<file path="config.mk">
export PLATFORM = sky130hd
export DESIGN_NAME = playback_address_sequencer
export DESIGN_NICKNAME = d
export VERILOG_FILES = /design/src/rtl/playback_address_sequencer.sv
export SDC_FILE = /design/constraint.sdc
export NUM_CORES = 1
export LEC_CHECK = 0
export CORE_MARGIN = 8
export CORE_UTILIZATION = 45
export CTS_CLUSTER_SIZE = 10
export DETAILED_ROUTE_END_ITERATION = 8
export PLACE_DENSITY = 0.68
export SYNTH_ARGS = -nofsm -noshare
export SYNTH_HDL_FRONTEND = slang
export SYNTH_SLANG_ARGS = --single-unit
</file>
<file path="constraint.sdc">
create_clock -name clk -period 4.1 [get_ports clk]
set_input_delay 0.82 -clock clk [delete_from_list [all_inputs] [get_ports clk]]
set_output_delay 0.82 -clock clk [all_outputs]
set_load 0.01 [all_outputs]
</file>
<file path="src/rtl/playback_address_sequencer.sv">
// Playback address sequencer: walks a sample address through a configurable
// window [start,end] in steps of `step`, forward or reverse, either looping at
// the window edge or stopping there.
//
//   state   | meaning
//   --------+-----------------------------------------------------------
//   S_IDLE  | window loaded (or reset), waiting for play
//   S_PLAY  | advancing the address on each advance strobe
//   S_PAUSE | playback halted, address held, resumes on play
//   S_DONE  | non-looping playback reached the window edge
//
// Strobe priority within a cycle: rst > load > pause > play > advance.
module playback_address_sequencer #(
   parameter int               WIDTH     = 23,
   parameter int               STEP_W    = 4,
   parameter logic [WIDTH-1:0] RESET_END = '0
) (
   input  logic              clk,
   input  logic              rst,
   input  logic [WIDTH-1:0]  cfg_start,
   input  logic [WIDTH-1:0]  cfg_end,
   input  logic [STEP_W-1:0] cfg_step,
   input  logic              load,
   input  logic              play,
   input  logic              pause,
   input  logic              forward,
   input  logic              loop_en,
   input  logic              advance,
   output logic [WIDTH-1:0]  address,
   output logic              playing,
   output logic              wrap,
   output logic              done,
   output logic              cfg_err
);

   typedef enum logic [1:0] {
      S_IDLE  = 2'd0,
      S_PLAY  = 2'd1,
      S_PAUSE = 2'd2,
      S_DONE  = 2'd3
   } state_t;

   state_t             state;
   logic [WIDTH-1:0]   start_q;
   logic [WIDTH-1:0]   end_q;
   logic [STEP_W-1:0]  step_q;

   logic [WIDTH:0]     step_ext;
   logic [WIDTH:0]     sum;
   logic [WIDTH:0]     diff;
   logic               fwd_over;
   logic               rev_under;
   logic               out_of_win;
   logic               cfg_ok;
   logic [STEP_W-1:0]  load_step;
   logic [WIDTH-1:0]   edge_addr;

   // Next-address arithmetic is carried one bit wider so that overrun past
   // the top of the address space and underrun below zero are both detected.
   always_comb begin
      step_ext   = {{(WIDTH + 1 - STEP_W){1'b0}}, step_q};
      sum        = {1'b0, address} + step_ext;
      diff       = {1'b0, address} - step_ext;
      fwd_over   = sum > {1'b0, end_q};
      rev_under  = diff[WIDTH] | (diff[WIDTH-1:0] < start_q);
      out_of_win = (address < start_q) | (address > end_q);
      cfg_ok     = cfg_start <= cfg_end;
      load_step  = (cfg_step == '0) ? {{(STEP_W-1){1'b0}}, 1'b1} : cfg_step;
      edge_addr  = forward ? start_q : end_q;
   end

   // Sequencer FSM with registered address and status pulses.
   always_ff @(posedge clk) begin
      if (rst) begin
         state   <= S_IDLE;
         address <= '0;
         start_q <= '0;
         end_q   <= RESET_END;
         step_q  <= {{(STEP_W-1){1'b0}}, 1'b1};
         playing <= 1'b0;
         wrap    <= 1'b0;
         done    <= 1'b0;
         cfg_err <= 1'b0;
      end else begin
         wrap    <= 1'b0;
         done    <= 1'b0;
         cfg_err <= 1'b0;
         if (load) begin
            // a rejected window leaves everything, including state, untouched
            if (cfg_ok) begin
               start_q <= cfg_start;
               end_q   <= cfg_end;
               step_q  <= load_step;
               address <= forward ? cfg_start : cfg_end;
               state   <= S_IDLE;
               playing <= 1'b0;
            end else begin
               cfg_err <= 1'b1;
            end
         end else if (pause) begin
            if (state == S_PLAY) begin
               state   <= S_PAUSE;
               playing <= 1'b0;
            end
         end else if (play) begin
            if (state != S_PLAY) begin
               state   <= S_PLAY;
               playing <= 1'b1;
               // restarting after completion rewinds to the leading edge
               if (state == S_DONE) begin
                  address <= edge_addr;
               end
            end
         end else if (advance && (state == S_PLAY)) begin
            if (out_of_win) begin
               address <= edge_addr;
            end else if (forward) begin
               if (!fwd_over) begin
                  address <= sum[WIDTH-1:0];
               end else if (loop_en) begin
                  address <= start_q;
                  wrap    <= 1'b1;
               end else begin
                  address <= end_q;
                  state   <= S_DONE;
                  playing <= 1'b0;
                  done    <= 1'b1;
               end
            end else begin
               if (!rev_under) begin
                  address <= diff[WIDTH-1:0];
               end else if (loop_en) begin
                  address <= end_q;
                  wrap    <= 1'b1;
               end else begin
                  address <= start_q;
                  state   <= S_DONE;
                  playing <= 1'b0;
                  done    <= 1'b1;
               end
            end
         end
      end
   end

endmodule

</file>
* After elaboration in Yosys (flattened, before gate mapping)
Cells that the tools add are included.
** Storage, ports and cells
- Register bits after elaboration :: 79
- Input port bits :: 58
- Output and inout bits :: 27
- Word-level logic and storage cells :: 90
** Operators by class
- Add/sub/neg operators :: 2
- $lt $le $gt $ge :: 5
- Equality and inequality tests :: 11
- Multiplexer cells :: 49
- Bitwise logic cells :: 4
- Reduce and logical (&&, ||, !) cells :: 10
** Operators by type and width (number)
- two-way mux 23 bit :: 15
- < comparator 23 bit :: 2
- adder 23 x 4 -> 24 bit :: 1
- greater-than comparator 24 x 23 -> 1 bit :: 1
- two-way mux 2 bit :: 12
- subtractor 23 x 4 -> 24 bit :: 1
- greater-than comparator 23 bit :: 1
- less-or-equal comparator 23 bit :: 1
- two-way mux 1 bit :: 21
- != test 3 x 2 -> 1 bit, second input constant :: 3
- AND reduction 7 bit :: 1
- OR reduction 6 bit :: 1
- != test 5 x 4 -> 1 bit, second input constant :: 1
- AND reduction 5 bit :: 1
- nonzero test 5 bit :: 1
- zero test 4 bit :: 1
- two-way mux 4 bit :: 1
- != test 2 x 1 -> 1 bit, second input constant :: 2
- != test 4 x 2 -> 1 bit, second input constant :: 1
- != test 4 bit, second input constant :: 1
- nonzero test 4 bit :: 1
- nonzero test 3 bit :: 1
- equality test 2 x 1 -> 1 bit, second input constant :: 1
- equality test 2 bit, second input constant :: 1
- 6 further kinds :: 8

* Longest topological paths before layout
- Depth in word-level cells :: 10
- Gate-level depth with buffers :: 19
- Mapped depth without buffers :: 17

* Worst setup path after synthesis
Ideal clock, no wire load.
- Path kind :: reg-to-reg
- From :: register address[0]
- To :: register address[10]
- Setup time :: 0.127 ns
- Arrival time :: 4.131 ns
- Data required time :: 3.973 ns
- Slack :: -0.158 ns
- Cell stages (with the launch flop) :: 19
- Buffers on the path :: 2
- Cells stage by stage :: dfxtp_1 ha_1 fa_1 nor2b_1 o21ai_0 a211oi_1 and3_1 xor2_1 ha_1 nand4_1 nor3_1 a221o_1 o31ai_1 and3_1 buf_6 buf_4 mux2_2 a211oi_1 o21ai_1
** On the way
- Word-level cells in the longest chain between the ends :: 10
- Elaborated cells between the ends (all ways) :: 16
- Classes of those cells :: add/sub (2); order compare (4); mux (8); bitwise (2)
** Ends and longest elaborated chain
- from (decl) :: RTL line 29 : output logic [WIDTH-1:0] address,
- from (signal assigned) :: RTL line 94 : address <= forward ? cfg_start : cfg_end;
- from (signal assigned) :: RTL line 111 : address <= edge_addr;
- from (signal assigned) :: RTL line 116 : address <= edge_addr;
- subtractor 23 x 4 -> 24 bit :: RTL line 63 : diff = {1'b0, address} - step_ext;
- < comparator 23 bit :: RTL line 65 : rev_under = diff[WIDTH] | (diff[WIDTH-1:0] < start_q);
- bitwise OR 1 bit :: RTL line 65
- two-way mux 23 bit :: RTL line 130 : if (!rev_under) begin
- two-way mux 23 bit :: RTL line 117 : end else if (forward) begin
- two-way mux 23 bit (*) :: RTL line 115 : if (out_of_win) begin
- two-way mux 23 bit (*) :: RTL line 114 : end else if (advance && (state == S_PLAY)) begin
- two-way mux 23 bit (*) :: RTL line 105 : end else if (play) begin
- two-way mux 23 bit (*) :: RTL line 100 : end else if (pause) begin
- two-way mux 23 bit (*) :: RTL line 88 : if (load) begin
Mark *: on every way between the ends. The rest lies on a longest branch, timed or not. The select of a mux whose other input is x is not followed.
A chain may end at the register's enable or synchronous reset.

* Worst setup path after layout
- From :: register step_q[0]
- To :: register address[4]
** On the way
- Word-level cells in the longest chain between the ends :: 10
- Elaborated cells between the ends (all ways) :: 13
- Classes of those cells :: add/sub (2); order compare (2); mux (8); bitwise (1)
** Ends and longest elaborated chain
- from (decl) :: RTL line 46 : logic [STEP_W-1:0] step_q;
- from (signal assigned) :: RTL line 79 : step_q <= {{(STEP_W-1){1'b0}}, 1'b1};
- from (signal assigned) :: RTL line 93 : step_q <= load_step;
- subtractor 23 x 4 -> 24 bit :: RTL line 63
- < comparator 23 bit :: RTL line 65
- bitwise OR 1 bit :: RTL line 65
- two-way mux 23 bit :: RTL line 130
- two-way mux 23 bit (*) :: RTL line 117
- two-way mux 23 bit (*) :: RTL line 115
- two-way mux 23 bit (*) :: RTL line 114
- two-way mux 23 bit (*) :: RTL line 105
- two-way mux 23 bit (*) :: RTL line 100
- two-way mux 23 bit (*) :: RTL line 88
- to (signal assigned) :: RTL line 94
- to (signal assigned) :: RTL line 116
- to (signal assigned) :: RTL line 119 : address <= sum[WIDTH-1:0];
Marked as above.

==> results by group <==
Layout
  • Fin util: 63.33%
  • Final #Nets: 1539
  • Most common cell after layout, fill and taps aside: nand2_1
  • Number of fill cells: 1658
  • Diode count: 0
  • Share of post-route cells with drive strength above 1: 22.74%
  • Layout area overhead: 37.54%
  • Commonest cells after routing, fill and taps aside: nand2_1 (198), buf_4 (149), ha_1 (115)

Timing
  • Hold Fails Final Rpt: 0
  • Worst-Margin Slew: 1160 ps
  • Slew HR: 22.69%
  • Period utilization: 103.1%
  • Minimum clock period: 4228 ps
  • Skew final: 13.24 ps
  • Hold WS: 488.4 ps
  • Slew Viols, Final: 0
  • Setup slack after layout: -128.2 ps
  • Unrepaired setup endpoints after global routing: true
  • Final setup fails: 22
  • Max Freq: 236.5 MHz

Worst hold path
  • WHS Endpoint: state[0]
  • Worst hold start: state[0]
  • Worst hold path type: register to register
  • Hold Crit Depth: 2

Critical path
  • Slowest CP cell: dfxtp_4
  • Crit-path max cell delay: 360 ps
  • CP cell instances: ha_4 -> fa_2 -> nor2b_4 -> o21ai_4 -> a211oi_4 -> and3_1 -> xor2_1 -> ha_1 -> nand4_1 -> buf_4 -> nor4_4 -> buf_4 -> o311ai_4 -> and3_4 -> clkbuf_16 -> nand2b_4 -> buf_6 -> a211o_1 -> a41o_1
  • Crit Reg-Reg Startpoint: step_q[0]
  • CP Class: register to register
  • WP data required: 4340 ps
  • CP most frequent cell: buf_4
  • Worst R2R End: address[4]
  • CP startpoint kind: register
  • R2R cell count: 19
  • Crit end category: register
  • Crit path max fanout: 5
  • CP Buf/Inv Count: 4
  • Delay-heaviest family, CP: simple AND/OR/NAND/NOR gates
  • Worst EP arrival: 4460 ps
  • Flop-to-flop setup slack: -130 ps

Synth
  • Syn. warnings: 0
  • Unique masters post-synth: 66
  • Yosys reg bits: 79
  • EDFF count, synth: 0
  • Synthesized area per cell: 7.393 µm²
  • Cells after synthesis: 1169
  • Synth Flop Type: dfxtp_1
  • Syn nets: 1350
  • Asr flop ratio synth: 0%
  • Sequential share of the synthesized area: 18.30%
  • Mapped Area: 0.008642 mm²

Route
  • Final ANT Viol Nets: 0
  • DR DRC count: 0
  • Pre-Repair DR Iteration Count: 6
  • Wirelength, routed: 32920 µm
  • Drt via density: 6.023
  • Via Count: 9619
  • Initial DRC Count: 965
  • Wire per inst: 20.61 µm

Floorplan
  • Die Area: 0.02390 mm²
  • Core outline area: 0.01877 mm²
  • Die H: 154.6 µm
  • Die X-Extent: 154.6 µm
  • Initial Util: 46.05%
  • Std cell rows: 50
  • # IOs: 85

Pwr
  • Static Leak: 0.005042 µW
  • Clock share of power: 16.0%
  • Logic pwr share: 66.5%
  • PD cells: 442.2 mW/mm²
  • Pint: 2999 µW
  • Sequential power share: 17.6%
  • Psw: 2256 µW
  • Switching Share: 42.93%
  • Max VDD drop: 248.5 µV

Job
  • Max Cap Viol: 0

Global route
  • Vias in the first global route: 9194
  • Global Route Usage Sum: 26.41%
  • Largest net degree at the start of global routing: 78
  • First-pass GRT wire length: 50230 µm
  • Remaining Overflow, GRT: 0
  • Initial antenna violation count: 0

Clocking
  • Skew-Pair Late Insertion Delay: 350 ps
  • TritonCTS sink count: 79
  • CTS root buffer: clkbuf_16
  • Longest Clk Path Bufs: 2
  • CTS tree: done
  • Worst-path clk slew: 60 ps
  • CTS buffer count: 9
  • CTS H-tree depth: 3
  • Hold Buf Count CTS: 0

Placement
  • Worst slack, placed: -615.4 ps
  • DP Wirelength: 24840 µm
  • Placer congestion estimate: 0.9961
  • I/O Buffers: 84

Status
  • Status: finished, violations left
  • Violated checks: negative setup slack
[state kept, by name (all words and copies together), names as in the netlist, 2 cells and up]
| register | count |
|---|---|
| address | 23 |
| end_q | 23 |
| start_q | 23 |
| step_q | 4 |
| state | 2 |
[worst min-delay path: stages (launching register included)]
cell and delay [ps]:
dfxtp_1 310, inv_1 60, a211oi_1 60
[synthesized netlist by cell type (all sizes together) (3+ instances only)]
cell      n  area (µm²)
nor3     19       100.1
o21a      3       22.52
xnor2    15       131.4
nand3    24       120.1
nor2     42       157.7
a221o     4       40.04
a211oi   66       500.5
a21o     13       97.59
o41ai     5       51.30
nor2b     7       43.79
a221oi    6       58.80
and4     10       87.58
inv      86       322.8
a31oi     4       25.02
o211ai   24       180.2
xor2     24       210.2
o311ai   20       175.2
nand2b    9       56.30
dfxtp    79        1582
and2      5       31.28
mux2     20       225.2
clkbuf   55       206.5
buf      20       135.1
or4       5       48.79
and3      5       31.28
ha      121        1514
nand2   199       747.0
a21oi   123       623.1
mux2i    26       260.3
o21ai    63       315.3
nand4    24       150.1
nor4     12       75.07
[power by group through the flow]
stage	clock (µW)	sequential, µW	combinational (µW)
after CTS	845	915	3150
after floorplan	0	928	1640
after global routing	876	929	3730
final	840	923	3490
after global placement	0	926	2680
after detailed placement	0	929	2700
[logic make-up (layout without fill, tap and decap cells)]
family / count (synthesis) / after routing / synth area share, %
multiplexers: 46 / 46 / 5.618
AO/OA/AOI/OAI: 352 / 352 / 26.64
buffers and inverters: 161 / 355 / 7.688
XOR/XNOR: 39 / 39 / 3.953
adder cells (fa/ha/maj): 123 / 123 / 17.98
flip-flops: 79 / 79 / 18.30
AND/OR/NAND/NOR: 369 / 369 / 19.82
[area by class of cell]
cell class | instances | area (µm²) | area share (%)
repair buffers | 253 | 2278 | 19.17
flip-flops and latches | 79 | 1594 | 13.41
clock buffers | 14 | 264.0 | 2.221
inverters | 86 | 325.3 | 2.737
multi-input cells | 929 | 7093 | 59.67
well taps | 234 | 292.8 | 2.463
clock inverters | 2 | 38.79 | 0.3263
[per-stage QoR]
step | TNS (ps) | power [µW] | std cells | instance area, µm²
floorplan | 0 | 2571 | 1169 | 8668
global placement | -11040 | 3605 | 1548 | 10570
detailed placement | -13180 | 3632 | 1548 | 10570
CTS | -2002 | 4908 | 1585 | 11430
global route | -5185 | 5532 | 1597 | 11890
finish | -1294 | 5256 | 1597 | 11890
[how the worst max path moves through the flow]
stage                           from          end  slack (ps)  depth (start not counted)
after global placement    address[0]     state[0]        -530                         20
final                      step_q[0]   address[4]        -130                         19
after detailed placement  address[0]  address[17]        -620                         21
after CTS                 address[0]     state[1]        -150                         19
after global routing      address[0]  address[17]        -300                         18
after floorplan           address[1]  address[10]          30                         17
[routing by layer]
layer / part of all wire [%] / GRT usage (%)
met2: 43 / 38.63
met5: 0 / 0
met4: 1.4 / 6.673
met1: 47 / 38.34
met3: 8.9 / 5.461
[repair_timing]
action / CTS / global route
endpoints found under the setup margin: 28 / 28
gates resized for setup: 83 / 80
buffers inserted: 21 / 15
pin swaps: 38 / 66
gates cloned: 2 / 1
Power figures use the tool's default switching activity.
